$ cat config.mk
export PLATFORM = sky130hd
export DESIGN_NAME = ip_msxbus_bridge
export DESIGN_NICKNAME = d
export VERILOG_FILES = /design/src/rtl/ip_msxbus_bridge.sv
export SDC_FILE = /design/constraint.sdc
export NUM_CORES = 1
export LEC_CHECK = 0
export CORE_ASPECT_RATIO = 1.1
export CORE_MARGIN = 2
export CORE_UTILIZATION = 50
export CTS_BUF_LIST = sky130_fd_sc_hd__clkbuf_8 sky130_fd_sc_hd__clkbuf_16
export CTS_CLUSTER_DIAMETER = 80
export DETAILED_ROUTE_END_ITERATION = 6
export PLACE_DENSITY = 0.82
export SLEW_MARGIN = 20
export SYNTH_ARGS = -nofsm -noshare
export SYNTH_HDL_FRONTEND = slang
export SYNTH_SLANG_ARGS = --single-unit
$ cat constraint.sdc
create_clock -name clk -period 2.2 [get_ports clk]
set_clock_uncertainty 0.2 [all_clocks]
set_input_delay 0.66 -clock clk [delete_from_list [all_inputs] [get_ports clk]]
set_output_delay 0.66 -clock clk [all_outputs]
set_load 0.05 [all_outputs]
$ cat src/rtl/ip_msxbus_bridge.sv
// ============================================================================
// ip_msxbus_bridge
// ----------------------------------------------------------------------------
// Bridges MSX cartridge-slot I/O cycles onto the internal req/ack register bus
// of the VDP. Each qualified CPU strobe becomes exactly one req/ack
// transaction. The CPU is held with twait until the VDP answers or the wait
// times out. On reads the returned byte (0xFF after a timeout) is driven onto
// td until the CPU ends the cycle.
//
// Ports
//   clk, n_reset        108 MHz clock, synchronous active-low reset
//   n_ce, n_trd, n_twr  slot chip enable / read / write strobes (active-low)
//   ta[1:0], td_in[7:0] slot address and data-bus input
//   td_out, td_oe, tdir data-bus drive value, drive enable, level-shifter dir
//   twait               1 = hold the CPU (inverted to /WAIT on the board)
//   req, ack            internal request / one-clock acknowledge
//   wr, address, wdata  internal transaction attributes, stable while req=1
//   rdata               internal read data, valid in the ack cycle
//   timeout_flag        one-clock pulse when a transaction is aborted
// ============================================================================
module ip_msxbus_bridge #(
    parameter int unsigned QUALIFY = 2,    // 1..7 consecutive synced samples
    parameter int unsigned TIMEOUT = 255   // 1..255 clocks to wait for ack
) (
    input  logic       clk,
    input  logic       n_reset,
    input  logic       n_ce,
    input  logic       n_trd,
    input  logic       n_twr,
    input  logic [1:0] ta,
    input  logic [7:0] td_in,
    output logic [7:0] td_out,
    output logic       td_oe,
    output logic       tdir,
    output logic       twait,
    output logic       req,
    input  logic       ack,
    output logic       wr,
    output logic [1:0] address,
    output logic [7:0] wdata,
    input  logic [7:0] rdata,
    output logic       timeout_flag
);

    typedef enum logic [1:0] {
        S_IDLE    = 2'd0,
        S_REQ     = 2'd1,
        S_RD_HOLD = 2'd2,
        S_END     = 2'd3
    } state_t;

    localparam logic [2:0] QUAL_MAX = 3'(QUALIFY);
    localparam logic [7:0] TO_LAST  = 8'(TIMEOUT - 1);

    // ------------------------------------------------------------------------
    // Two-stage synchronizer for every slot input.
    // Packing: {td_in, ta, n_twr, n_trd, n_ce}. Reset loads all ones so the
    // strobes look inactive straight after reset.
    // ------------------------------------------------------------------------
    logic [12:0] sync1, sync2;

    always_ff @(posedge clk) begin
        // NOTE: sequential state is written with non-blocking assignments so
        // every flop samples the pre-edge value of its source.
        if (!n_reset) begin
            sync1 <= '1;
            sync2 <= '1;
        end else begin
            sync1 <= {td_in, ta, n_twr, n_trd, n_ce};
            sync2 <= sync1;
        end
    end

    logic       s_ce, s_trd, s_twr;
    logic [1:0] s_ta;
    logic [7:0] s_td;

    assign s_ce  = sync2[0];
    assign s_trd = sync2[1];
    assign s_twr = sync2[2];
    assign s_ta  = sync2[4:3];
    assign s_td  = sync2[12:5];

    // A legal pattern is chip enable low with exactly one strobe low.
    logic pattern_ok, pattern_wr;

    assign pattern_ok = !s_ce && (s_trd ^ s_twr);
    assign pattern_wr = !s_twr;

    // ------------------------------------------------------------------------
    // Registered state
    // ------------------------------------------------------------------------
    state_t     state, state_n;
    logic [2:0] qual_cnt, qual_cnt_n;
    logic       qual_wr, qual_wr_n;
    logic [7:0] tcnt, tcnt_n;
    logic       req_n, wr_n, td_oe_n, twait_n, tflag_n;
    logic [1:0] address_n;
    logic [7:0] wdata_n, td_out_n;
    logic       qualified;

    // The count is registered, so qualification is seen one clock after the
    // QUALIFY-th matching sample: req rises 2 + QUALIFY + 1 clocks after the pin.
    assign qualified = (qual_cnt == QUAL_MAX);

    always_ff @(posedge clk) begin
        if (!n_reset) begin
            state        <= S_IDLE;
            qual_cnt     <= '0;
            qual_wr      <= 1'b0;
            tcnt         <= '0;
            req          <= 1'b0;
            wr           <= 1'b0;
            address      <= '0;
            wdata        <= '0;
            td_out       <= '0;
            td_oe        <= 1'b0;
            twait        <= 1'b0;
            timeout_flag <= 1'b0;
        end else begin
            state        <= state_n;
            qual_cnt     <= qual_cnt_n;
            qual_wr      <= qual_wr_n;
            tcnt         <= tcnt_n;
            req          <= req_n;
            wr           <= wr_n;
            address      <= address_n;
            wdata        <= wdata_n;
            td_out       <= td_out_n;
            td_oe        <= td_oe_n;
            twait        <= twait_n;
            timeout_flag <= tflag_n;
        end
    end

    assign tdir = td_oe;

    // ------------------------------------------------------------------------
    // Qualification counter, next-state and output logic
    // ------------------------------------------------------------------------
    always_comb begin
        // NOTE: every variable assigned here gets a default first, so no path
        // leaves it unassigned and no latch is inferred.
        state_n    = state;
        qual_cnt_n = qual_cnt;
        qual_wr_n  = qual_wr;
        tcnt_n     = tcnt;
        req_n      = req;
        wr_n       = wr;
        address_n  = address;
        wdata_n    = wdata;
        td_out_n   = td_out;
        td_oe_n    = td_oe;
        twait_n    = twait;
        tflag_n    = 1'b0;

        // Count consecutive samples of the same legal pattern; a change of
        // direction restarts the count, an illegal pattern clears it.
        if (!pattern_ok) begin
            qual_cnt_n = '0;
        end else if (qual_cnt == '0 || pattern_wr != qual_wr) begin
            qual_cnt_n = 3'd1;
            qual_wr_n  = pattern_wr;
        end else if (qual_cnt < QUAL_MAX) begin
            qual_cnt_n = qual_cnt + 3'd1;
        end

        case (state)
            S_IDLE: begin
                if (qualified) begin
                    address_n = s_ta;
                    wr_n      = qual_wr;
                    if (qual_wr) begin
                        wdata_n = s_td;
                    end
                    req_n   = 1'b1;
                    twait_n = 1'b1;
                    tcnt_n  = '0;
                    state_n = S_REQ;
                end
            end

            S_REQ: begin
                // ack is tested first so it wins over a simultaneous timeout.
                if (ack) begin
                    req_n = 1'b0;
                    if (wr) begin
                        twait_n = 1'b0;
                        state_n = S_END;
                    end else begin
                        td_out_n = rdata;
                        td_oe_n  = 1'b1;
                        state_n  = S_RD_HOLD;
                    end
                end else if (tcnt == TO_LAST) begin
                    req_n   = 1'b0;
                    twait_n = 1'b0;
                    tflag_n = 1'b1;
                    if (wr) begin
                        state_n = S_END;
                    end else begin
                        td_out_n = 8'hFF;
                        td_oe_n  = 1'b1;
                        state_n  = S_RD_HOLD;
                    end
                end else begin
                    tcnt_n = tcnt + 8'd1;
                end
            end

            S_RD_HOLD: begin
                twait_n = 1'b0;
                if (s_trd || s_ce) begin
                    td_oe_n = 1'b0;
                    state_n = S_IDLE;
                end
            end

            S_END: begin
                // Wait for the strobe to end so one long strobe cannot start
                // a second transaction.
                if (s_twr || s_ce) begin
                    state_n = S_IDLE;
                end
            end

            default: begin
                state_n = S_IDLE;
            end
        endcase
    end

endmodule

### Yosys cells after proc, flatten, opt, wreduce, memory -nomap -nowiden

Index checks and enable logic that the tools add are counted.

* flip-flop bits (word level): 63

* add/subtract/negate cells: 2
* $lt $le $gt $ge: 1
* eq/ne operators: 13
* mux-type cells: 30
* bitwise gates (word level): 5
* reduce and logical (&&, ||, !) cells: 25

Operators by type and width (count)
* two-way mux 8 bit: 7
* one-hot mux 8 bit (2 select lines): 1
* two-way mux 1 bit: 13
* AND reduction 3 bit: 4
* AND reduction 4 bit: 3
* two-way mux 2 bit: 5
* inequality test 2 bit, second input constant: 5
* adder 8 x 1 -> 8 bit, second input constant: 1
* == test 8 bit, second input constant: 1
* one-hot mux 2 bit (4 select lines): 1
* nonzero test 2 bit: 4
* inequality test 3 bit, second input constant: 2
* AND reduction 2 bit: 3
* OR reduction 3 bit: 2
* == test 2 bit, second input constant: 2
* NOT 1 bit: 4
* one-hot mux 1 bit (2 select lines): 2
* adder 3 x 1 -> 3 bit, second input constant: 1
* == test 3 x 2 -> 1 bit, second input constant: 1
* logical NOT 3 bit: 1
* logical OR 1 bit: 3
* < comparator 3 x 2 -> 1 bit, second input constant: 1
* one-hot mux 1 bit (3 select lines): 1
* nonzero test 3 bit: 1
* other kinds (6): 7

### Depth between registers and ports, before layout

Gate-level depths: netlist (run 1).

* word-level depth: 4
* mapped depth: 8
* mapped depth without buffers: 6

### Worst setup path after synthesis (run 1)

No wires, ideal clock.

* path type: register to register
* start point: reg tcnt[0]
* end point: reg tcnt[4]
* arrival time: 1.638 ns
* setup slack: 0.240 ns
* cell stages (with the launch flop): 8
* path buffers: 1
* clock period less this slack: 1.960 ns
* cell sequence: dfxtp_1 > inv_1 > ha_1 > and3_1 > a21o_1 > buf_6 > a21o_1 > a311o_1

* longest elaborated chain between the ends: 4

Ends and longest elaborated chain
* start, declared: line 96 `logic [7:0] tcnt, tcnt_n;`
* start signal, assigned: line 124 `tcnt <= tcnt_n;`
* adder 8 x 1 -> 8 bit: line 207 `tcnt_n = tcnt + 8'd1;`
* two-way mux 8 bit: line 195 `end else if (tcnt == TO_LAST) begin`
* two-way mux 8 bit: line 185 `if (ack) begin`
* one-hot mux 8 bit (2 select lines): line 168 `case (state)`

Parallel ways exist; a longest one is shown, timed or not. The select of a mux whose other input is x is not followed.
A chain may end at the register's enable or synchronous reset.

### Worst setup path after layout (run 1)

* start point: in ack
* end point: reg tcnt[6]

* longest elaborated chain between the ends: 2

Ends and longest elaborated chain
* start, declared: line 37 `input logic ack,`
* inequality test 2 bit (no source line)
* AND reduction 4 bit (no source line)

No other way between the ends.

==> results.py, run 1 <==
metrics = {
    "outcome": {
        "status": "finished, final reports clean",
    },
    "worst_setup_path": {
        "path_class": "primary input to flop",
        "critical_path.startpoint": "ack",
        "crit_family": "simple AND/OR/NAND/NOR gates",
        "path_buf_inv": 1,
        "crit_chain": "clkdlybuf4s50_1 -> nand2b_1 -> a21o_2 -> or4_1 -> a31oi_1",
        "rr_worst_depth": 6,
        "arrival_ns": 2.15,
        "reg2reg_slack_ns": 0.13,
        "r2r-end": "tcnt[3]",
        "max_stage_delay_ns": 0.48,
        "cp-start-kind": "primary input",
        "slowest_stage": "or4_1",
        "worst_setup_path_end_kind": "flop",
        "reg2reg_from": "qual_cnt[0]",
        "required_ns": 2.26,
        "endpoint": "tcnt[6]",
        "crit_cells": 5,
        "critical_path.max_fanout": 9,
    },
    "sta": {
        "finalHoldViolations": 0,
        "slew_viol_final": 0,
        "relSlewSlack_pct": 61.8,
        "final.period_utilization_pct": 95.0,
        "setup_viol": 0,
        "fmax_mhz": 478,
        "grt_setup_unrepaired": "false",
        "whs_ns": 0.202,
        "tightest_slew_ns": 0.573,
        "fin_setup_tns_ns": 0,
        "layout_min_cycle_time_ns": 2.09,
    },
    "clock_network": {
        "clockRootBuffer": "clkbuf_8",
        "htree_levels": 3,
        "cts_made_buffers": 9,
        "cts_sinks": 63,
        "clkLatencyLatePin_ns": 0.34,
        "cts_tree": "yes",
        "clock_path_buffers": 2,
        "cts.clk_slew.worst_paths_ns": 0.07,
    },
    "pwr": {
        "power.share.sequential_pct": 50.2,
        "combPwrFrac_pct": 6.5,
        "leakage_nw": 1.28,
        "power_density_nw_per_um2": 712,
        "intPower_mw": 1.83,
        "ir_drop_v": 0.000764,
        "switching_share_pct": 22.1,
        "p_total_mw": 2.35,
        "switchingPower_uw": 519,
        "p_clk_share_pct": 43.3,
    },
    "yosys": {
        "ys_ff_latch": 63,
        "async_flop_share_pct": 0,
        "yosys.cell_types.count": 45,
        "netlist_instances": 263,
        "syn_area_per_cell_um2": 9.77,
        "synth_nets": 296,
        "yosysSeqAreaShare_pct": 49.1,
        "synth-edff-count": 0,
        "synth_area_um2": 2570,
        "synth-main-ff-cell": "dfxtp_1",
        "ys_warn_count": 0,
    },
    "route": {
        "dr.pass1.iters": 5,
        "via_per_inst": 5.47,
        "drt_iter0_markers": 149,
        "antenna_left": 0,
        "wl_per_cell_um": 13.5,
        "wl_um": 5130,
        "drc": 0,
        "vias": 2083,
    },
    "placed_design": {
        "place.gp.congestion": 0.837,
        "dpl.hpwl_um": 3660,
        "placed_cell_area_um2": 3080,
        "port_buffers": 47,
    },
    "global_routing": {
        "grt_pass1_vias": 1947,
        "grt_pass1_wl_um": 8540,
        "antenna_found_initial": 0,
        "overflow": 0,
        "grt_max_degree": 28,
        "track_usage_pct": 19.3,
    },
    "final_layout": {
        "stdcell_area_um2": 3300,
        "drive_above_1_share_pct": 20.4,
        "nNetsFinal": 351,
        "synthToLayoutAreaGrowth_pct": 28.3,
        "final_util_pct": 66.4,
        "diodes": 0,
    },
    "floorplan": {
        "boundaryPins": 48,
        "die_h_um": 79.2,
        "die_w_um": 72.3,
        "start_util_pct": 51.7,
        "die_area_um2": 5730,
        "rows": 27,
        "core_area_um2": 4970,
    },
    "hold_path": {
        "hold_depth": 1,
        "min_path_type": "flop to flop",
    },
    "job": {
        "cap_viol_max_count": 0,
    },
}
==> state kept, by name (all words and copies together) (netlist names) <==
signal        flops
sync1            13
address           2
twait             1
req               1
wr                1
wdata             8
tcnt              8
td_oe             1
sync2            13
td_out            8
qual_wr           1
timeout_flag      1
qual_cnt          3
state             2
==> through the flow <==
| stage | setup WS (ns) | std cells |
|---|---|---|
| finish | 0.110 | 381 |
| global route | 0.00103 | 381 |
| CTS | 0.0636 | 381 |
| detailed placement | -0.244 | 365 |
| global placement | -0.202 | 365 |
| floorplan | 0.240 | 263 |
==> worst min path at each step <==
stage / to / from / slack [ns]
3_3_place_gp: sync2[4] / sync1[4] / 0.19
3_5_place_dp: sync2[2] / sync1[2] / 0.20
2_1_floorplan: sync2[0] / sync1[0] / 0.19
4_1_cts: sync2[2] / sync1[2] / 0.21
5_1_grt: sync2[2] / sync1[2] / 0.22
6_report: sync2[2] / sync1[2] / 0.20
==> final cells by class <==
cell class,instances,area (um^2)
fill,410,1670
clock inverter,5,57.6
multi-input combinational,175,1200
sequential,63,1260
inverter,9,33.8
timing repair buffer,60,515
clock buffer,11,151
tap,58,72.6
==> synth_stat cells (all sizes together) (2+ instances only) <==
library cell / instances / area [um^2]
nor2: 8 / 30.0
a311oi: 3 / 26.3
nor2b: 2 / 12.5
nand2b: 36 / 225
nor3: 3 / 20.0
nand4b: 5 / 43.8
inv: 9 / 33.8
o221a: 8 / 90.1
mux2i: 7 / 70.1
and3: 3 / 18.8
a31oi: 2 / 12.5
o31a: 2 / 17.5
and4: 2 / 17.5
nand3: 6 / 30.0
o211ai: 3 / 22.5
dfxtp: 63 / 1260
a311o: 3 / 30.0
a211oi: 2 / 15.0
nand3b: 3 / 22.5
a21o: 3 / 22.5
a21oi: 19 / 95.1
nand2: 30 / 113
o31ai: 2 / 15.0
buf: 6 / 37.5
a2111oi: 3 / 46.3
ha: 9 / 113
clkbuf: 10 / 37.5
==> timing repair <==
action                                  4_1_cts  5_1_grt
endpoints found under the setup margin        0       14
hold buffers                                  0        0
hold endpoints to repair                      0        0
resized for setup                             0        3
buffers inserted                              0        0
==> worst register-to-register path: cells and delay by family, from the launching register on <==
family	cells	cell delay, ns
buffers and inverters	1	0.10
AND/OR/NAND/NOR	2	0.58
adder cells (fa/ha/maj)	1	0.23
AO/OA/AOI/OAI	2	0.47
flip-flops	1	0.37
==> routing by layer <==
metal / vias up / global-route usage [%] / share of wire, %
li1: 1042 / - / -
met4: 0 / 7.92 / 0.90
met1: 971 / 22.7 / 42
met2: 65 / 32.1 / 50
met5: - / 0 / 0
met3: 5 / 6.09 / 6.7
==> cell families (layout without fill, tap and decap cells) <==
logic type,Yosys count,count (layout),share of synthesized area [%]
buffers and inverters,25,85,4.24
AND/OR/NAND/NOR,105,105,23.0
adder cells (fa/ha/maj),9,9,4.38
flip-flops,63,63,49.1
AO/OA/AOI/OAI,54,54,16.5
multiplexers,7,7,2.73
==> power groups by stage <==
stage	clock [mW]	sequential, mW	combinational [mW]
after floorplan	0	1.22	0.0711
after global placement	0	1.20	0.151
after detailed placement	0	1.20	0.153
after CTS	1.04	1.18	0.154
after global routing	1.09	1.18	0.166
final	1.02	1.18	0.153
==> placed cells by master, fill, tap and decap left out, types with 5 or more instances in the layout <==
cell type / Yosys / final
ha_1: 9 / 8
o221a_2: 6 / 6
clkbuf_8: 0 / 11
inv_1: 9 / 10
buf_4: 1 / 36
dfxtp_1: 63 / 63
nand2_1: 30 / 30
a21oi_1: 19 / 19
nand2b_1: 36 / 36
clkdlybuf4s50_1: 0 / 22
mux2i_1: 7 / 7
nand3_1: 6 / 6
nor2_1: 8 / 8
nand4b_1: 5 / 5
Power figures use the tool's default switching activity.
==> run 2, diff against run 1 <==
ABC_CLOCK_PERIOD_IN_PS = 2200   (was unset)
==> results of run 2 <==
No change in the layout: final DEF, timing and power equal those of run 1.
==> run 3, diff against run 2 <==
SLEW_MARGIN = unset   (was 20)
==> results of run 3 <==
No change in the layout: final DEF, timing and power equal those of run 1.
